File: config.mk
export PLATFORM = sky130hd
export DESIGN_NAME = ft_add_ctrl
export DESIGN_NICKNAME = d
export VERILOG_FILES = /design/src/rtl/ft_add_pkg.sv /design/src/rtl/ft_add_fsm.sv /design/src/rtl/ft_add_ctrl.sv
export SDC_FILE = /design/constraint.sdc
export NUM_CORES = 1
export LEC_CHECK = 0
export ABC_CLOCK_PERIOD_IN_PS = 1750
export CORE_ASPECT_RATIO = 0.8
export CORE_UTILIZATION = 40
export DETAILED_ROUTE_END_ITERATION = 16
export GPL_ROUTABILITY_DRIVEN = 0
export PLACE_DENSITY_LB_ADDON = 0.12
export SLEW_MARGIN = 10
export SYNTH_ARGS = -nofsm -noshare
export SYNTH_HDL_FRONTEND = slang
export SYNTH_HIERARCHICAL = 1
export SYNTH_SLANG_ARGS = --single-unit
File: constraint.sdc
create_clock -name clk -period 1.75 [get_ports clk]
set_clock_uncertainty 0.1 [all_clocks]
set_input_delay 0.35 -clock clk [delete_from_list [all_inputs] [get_ports clk]]
set_output_delay 0.35 -clock clk [all_outputs]
set_load 0.02 [all_outputs]
File: src/rtl/ft_add_pkg.sv
// ---------------------------------------------------------------------------
// ft_add_pkg
// Shared definitions for the fault-tolerant adder controller:
//   - state_t        : controller FSM states
//   - DEF_WIDTH      : default operand / sum width
//   - DEF_MAX_RETRY  : default number of re-executions after the first mismatch
//   - retry_w()      : width of a retry counter able to hold 0..max_retry
//   - DEF_RETRY_W    : retry counter width for the default MAX_RETRY
// ---------------------------------------------------------------------------
package ft_add_pkg;

   localparam int DEF_WIDTH     = 8;
   localparam int DEF_MAX_RETRY = 3;

   function automatic int retry_w(input int max_retry);
      return $clog2(max_retry + 1);
   endfunction

   localparam int DEF_RETRY_W = $clog2(DEF_MAX_RETRY + 1);

   typedef enum logic [1:0] {
      IDLE  = 2'd0,
      EXEC  = 2'd1,
      CHECK = 2'd2,
      DONE  = 2'd3
   } state_t;

endpackage

File: src/rtl/ft_add_fsm.sv
// ---------------------------------------------------------------------------
// ft_add_fsm
// Transaction sequencer for the duplicated adder. Owns the state register and
// the retry counter; emits strobes that the top uses to load its registers.
//
// Ports
//   clk, rst    : clock, asynchronous active-high reset
//   in_valid    : request pending at the input
//   out_ready   : consumer accepts the result (only meaningful in DONE)
//   mismatch    : primary and shadow adder results differ (combinational)
//   in_ready    : high exactly in IDLE
//   out_valid   : high exactly in DONE
//   accept      : IDLE with a request -> capture operands this edge
//   load_out    : CHECK finishing -> capture result this edge
//   check_miss  : CHECK cycle with disagreeing copies (one per attempt)
// ---------------------------------------------------------------------------
module ft_add_fsm
   import ft_add_pkg::*;
#(
   parameter int MAX_RETRY = DEF_MAX_RETRY,
   localparam int RW       = retry_w(MAX_RETRY)
) (
   input  logic clk,
   input  logic rst,
   input  logic in_valid,
   input  logic out_ready,
   input  logic mismatch,
   output logic in_ready,
   output logic out_valid,
   output logic accept,
   output logic load_out,
   output logic check_miss
);

   state_t          state;
   logic [RW-1:0]   retry_cnt;
   logic            retry_done;

   // All retries consumed: the next mismatch is reported instead of retried.
   assign retry_done = (retry_cnt == RW'(MAX_RETRY));

   always_ff @(posedge clk or posedge rst) begin
      if (rst) begin
         state     <= IDLE;
         retry_cnt <= '0;
      end else begin
         case (state)
            IDLE: begin
               if (in_valid) begin
                  state     <= EXEC;
                  retry_cnt <= '0;
               end
            end
            // One cycle for the adder copies to settle on the new operands.
            EXEC: state <= CHECK;
            CHECK: begin
               if (mismatch && !retry_done) begin
                  retry_cnt <= retry_cnt + RW'(1);
                  state     <= EXEC;
               end else begin
                  state <= DONE;
               end
            end
            DONE: begin
               if (out_ready) begin
                  state <= IDLE;
               end
            end
            default: state <= IDLE;
         endcase
      end
   end

   assign in_ready   = (state == IDLE);
   assign out_valid  = (state == DONE);
   assign accept     = (state == IDLE) && in_valid;
   assign load_out   = (state == CHECK) && (!mismatch || retry_done);
   assign check_miss = (state == CHECK) && mismatch;

endmodule

File: src/rtl/ft_add_ctrl.sv
// ---------------------------------------------------------------------------
// ft_add_ctrl
// Controller for a duplicated (primary + shadow) external adder. Captures a
// request, drives both adder copies from one set of registered operands,
// compares their results and re-executes on disagreement up to MAX_RETRY
// times. The result is always taken from the primary copy; out_fault flags a
// result produced while the copies still disagreed.
//
// Optional feature: define FT_ADD_ERRCNT_EN to add the err_cnt port, an 8-bit
// saturating count of every mismatching compare (retries included).
//
// Ports
//   clk, rst                  : clock, asynchronous active-high reset
//   in_valid/in_ready         : request handshake
//   in_a, in_b, in_cin        : request operands
//   op_a, op_b, op_cin        : registered operands to both adder copies
//   sum0/cout0, sum1/cout1    : primary / shadow adder results
//   out_valid/out_ready       : result handshake
//   out_sum, out_cout         : registered result from the primary copy
//   out_fault                 : result delivered with copies disagreeing
//   err_cnt                   : mismatch counter (FT_ADD_ERRCNT_EN only)
// ---------------------------------------------------------------------------
module ft_add_ctrl
   import ft_add_pkg::*;
#(
   parameter int WIDTH     = DEF_WIDTH,
   parameter int MAX_RETRY = DEF_MAX_RETRY
) (
   input  logic             clk,
   input  logic             rst,
   input  logic             in_valid,
   output logic             in_ready,
   input  logic [WIDTH-1:0] in_a,
   input  logic [WIDTH-1:0] in_b,
   input  logic             in_cin,
   output logic [WIDTH-1:0] op_a,
   output logic [WIDTH-1:0] op_b,
   output logic             op_cin,
   input  logic [WIDTH-1:0] sum0,
   input  logic [WIDTH-1:0] sum1,
   input  logic             cout0,
   input  logic             cout1,
   output logic             out_valid,
   input  logic             out_ready,
   output logic [WIDTH-1:0] out_sum,
   output logic             out_cout,
   output logic             out_fault
`ifdef FT_ADD_ERRCNT_EN
   ,
   output logic [7:0]       err_cnt
`endif
);

   logic mismatch;
   logic accept;
   logic load_out;
   logic check_miss;

   // Carry-out is part of the compared word so a carry-only upset is caught.
   assign mismatch = ({cout0, sum0} != {cout1, sum1});

   ft_add_fsm #(
      .MAX_RETRY (MAX_RETRY)
   ) u_fsm (
      .clk        (clk),
      .rst        (rst),
      .in_valid   (in_valid),
      .out_ready  (out_ready),
      .mismatch   (mismatch),
      .in_ready   (in_ready),
      .out_valid  (out_valid),
      .accept     (accept),
      .load_out   (load_out),
      .check_miss (check_miss)
   );

   // Operands only load on acceptance, so retries re-run the same inputs.
   always_ff @(posedge clk or posedge rst) begin
      if (rst) begin
         op_a   <= '0;
         op_b   <= '0;
         op_cin <= 1'b0;
      end else if (accept) begin
         op_a   <= in_a;
         op_b   <= in_b;
         op_cin <= in_cin;
      end
   end

   always_ff @(posedge clk or posedge rst) begin
      if (rst) begin
         out_sum   <= '0;
         out_cout  <= 1'b0;
         out_fault <= 1'b0;
      end else if (load_out) begin
         out_sum   <= sum0;
         out_cout  <= cout0;
         out_fault <= mismatch;
      end
   end

`ifdef FT_ADD_ERRCNT_EN
   always_ff @(posedge clk or posedge rst) begin
      if (rst) begin
         err_cnt <= 8'd0;
      end else if (check_miss && (err_cnt != 8'hFF)) begin
         err_cnt <= err_cnt + 8'd1;
      end
   end
`else
   // check_miss only feeds the optional counter.
   logic unused_check_miss;
   assign unused_check_miss = check_miss;
`endif

endmodule
==> results.py <==
metrics = {
    "clocking": {
        "cts_hold_buf": 0,
        "ctsLongestPathBuffers": 2,
        "clk_latency_ns": 0.28,
        "numCtsBuffers": 5,
        "cts_tree": "built",
        "cts_root_buf": "clkbuf_8",
        "cts_num_sinks": 31,
        "clkTransAtPathRegs_ns": 0.06,
        "htreeDepth": 2,
    },
    "final_layout": {
        "num_antenna_cells": 0,
        "drive_gt1_share_pct": 39.2,
        "synthToLayoutAreaGrowth_pct": 74.7,
        "fin_nets": 225,
        "stdcell_count": 226,
    },
    "sta": {
        "fin_crit_ns": 1.76,
        "setup_tns_ns": -0.0129,
        "finalCritPeriodShare_pct": 101,
        "setup_viol": 3,
        "grt_setup_unrepaired": "true",
        "worst_pin_slew_ns": 0.272,
        "slew-limit-headroom_pct": 81.8,
        "report.final.slew_viol_count": 0,
        "hold_viol": 0,
        "fmax_mhz": 568,
        "setup_ws_ns": -0.00937,
    },
    "status": {
        "run_status": "complete, but fails checks",
        "violations": "setup timing",
    },
    "floorplan": {
        "ioPinCount": 68,
        "core.rowCount": 18,
        "die_y_um": 54.2,
        "die-area_um2": 3650,
        "floorplan.initialDensity_pct": 42.9,
        "design.core.area_um2": 3180,
        "die_w_um": 67.3,
    },
    "routing": {
        "route.vias.total": 1055,
        "wl_per_cell_um": 14.4,
        "ant_nets": 0,
        "drt-total-wl_um": 3260,
        "drc": 0,
        "drt-initial-drc-count": 40,
        "first_pass_iters": 3,
        "viasPerCell": 4.67,
    },
    "job": {
        "maxCapViolCount": 0,
    },
    "grt": {
        "met2_usage_pct": 32.3,
        "antenna_found_initial": 0,
        "grt_use_total_pct": 20.7,
        "grt_most_used_layer": "met2",
        "gr-total-overflow": 0,
        "grt_pass1_wl_um": 5130,
        "grt_max_degree": 18,
        "grt_use_met3_pct": 8.05,
        "use_met1_pct": 25.4,
        "grt_pass1_vias": 1143,
    },
    "setup_path": {
        "slowest_stage": "mux2_4",
        "startpoint_type": "input port",
        "worstSetupPathType": "input port to register",
        "r2r-start": "u_fsm/retry_cnt[0]$_DFFE_PP0P_",
        "cp.required_ns": 1.82,
        "crit_path_max_incr_delay_ns": 0.30,
        "critPathTopFamily": "simple AND/OR/NAND/NOR gates",
        "cp_cell_sequence": "dlygate4sd2_1 -> xor2_2 -> nor3_2 -> nand3_2 -> nand2b_4 -> and3_4 -> buf_12 -> mux2_4",
        "crit_arrival_ns": 1.83,
        "startpoint": "sum1[0]",
        "cp_max_fo": 6,
        "cp-end-kind": "register",
        "critPathBufInv": 2,
    },
    "power": {
        "irDropWorstVdd_mv": 1.07,
        "powerDensity_nw_per_um2": 1590,
        "p_leak_nw": 1.09,
    },
    "placement": {
        "hpwl_um": 2390,
        "port_buffers": 67,
        "placed_cells": 213,
        "place_ws_ns": -0.765,
    },
    "min_path": {
        "hold_class": "input port to register",
        "hold_start": "sum0[1]",
    },
    "synth": {
        "avgSynthCellArea_um2": 13.9,
        "syn-num-nets": 138,
        "synth_cells": 98,
        "synth_area_um2": 1360,
        "synth_warnings": 6,
    },
}
## final cells by class
type / count / area (um2)
timing repair buffer: 83 / 811
multi-input combinational: 60 / 647
fill: 227 / 795
clock buffer: 7 / 76.3
inverter: 4 / 15.0
tap: 40 / 50.0
sequential: 31 / 777
clock inverter: 1 / 5.00
## where the power goes
| part | internal (mW) | switching [mW] | leakage (nW) |
|---|---|---|---|
| clock network | 0.278 | 0.258 | 0.0422 |
| registers | 1.08 | 0.212 | 0.369 |
| logic | 1.10 | 0.857 | 0.676 |
## per-stage QoR
step	utilization [%]	power (mW)	hold WS, ns	cell area [um2]
after global placement	69.0	3.21	0.389	2190
after detailed placement	69.0	3.26	0.395	2190
after CTS	73.6	3.80	0.192	2340
final	75.0	3.78	0.196	2380
after floorplan	-	2.32	0.0161	1410
after global routing	75.0	4.01	0.188	2380
## final timing paths
kind	end	slack, ns	depth (start not counted)
max	out_sum[4]$_DFFE_PP0P_	-0.009	8
min	out_sum[1]$_DFFE_PP0P_	0.20	2
max reg2reg	out_sum[4]$_DFFE_PP0P_	0.14	5
min reg2reg	op_b[5]$_DFFE_PP0P_	0.41	1
max in group asynchronous	op_b[5]$_DFFE_PP0P_	1.02	3
min in group asynchronous	u_fsm/state[1]$_DFFE_PP0P_	0.22	2
## placed cells by master, fill, tap and decap left out, types with 2 or more instances in the layout
| master | n |
|---|---|
| buf_2 | 4 |
| inv_1 | 3 |
| dlymetal6s2s_1 | 4 |
| buf_12 | 3 |
| nand2_1 | 3 |
| o21ai_1 | 2 |
| clkbuf_1 | 2 |
| buf_4 | 12 |
| clkbuf_8 | 5 |
| nor2_1 | 3 |
| xor2_2 | 3 |
| mux2_4 | 9 |
| clkbuf_2 | 2 |
| xor2_1 | 5 |
| dfrtp_1 | 30 |
| dlygate4sd2_1 | 9 |
| buf_6 | 4 |
| mux2_2 | 17 |
| a21oi_1 | 2 |
| clkdlybuf4s50_1 | 43 |
## registers in the layout, indices dropped and copies added (netlist names)
register and count:
op_b 8, op_a 8, u_fsm/state 2, out_cout 1, out_fault 1, out_sum 8
op_cin 1, u_fsm/retry_cnt 2
## metal layers
layer  routed length (um)  part of all wire [%]  vias up
met2                 1530                    47       44
li1                     -                     -      508
met3                  237                   7.3        4
met5                    0                     0        -
met4                   34                   1.0        0
met1                 1460                    45      499
## what timing repair did
item | CTS | global route
pin swaps | 11 | 6
endpoints found under the setup margin | 15 | 14
gates resized for setup | 51 | 19
cloned | 0 | 0
buffers inserted | 4 | 1
Power figures use the tool's default switching activity.
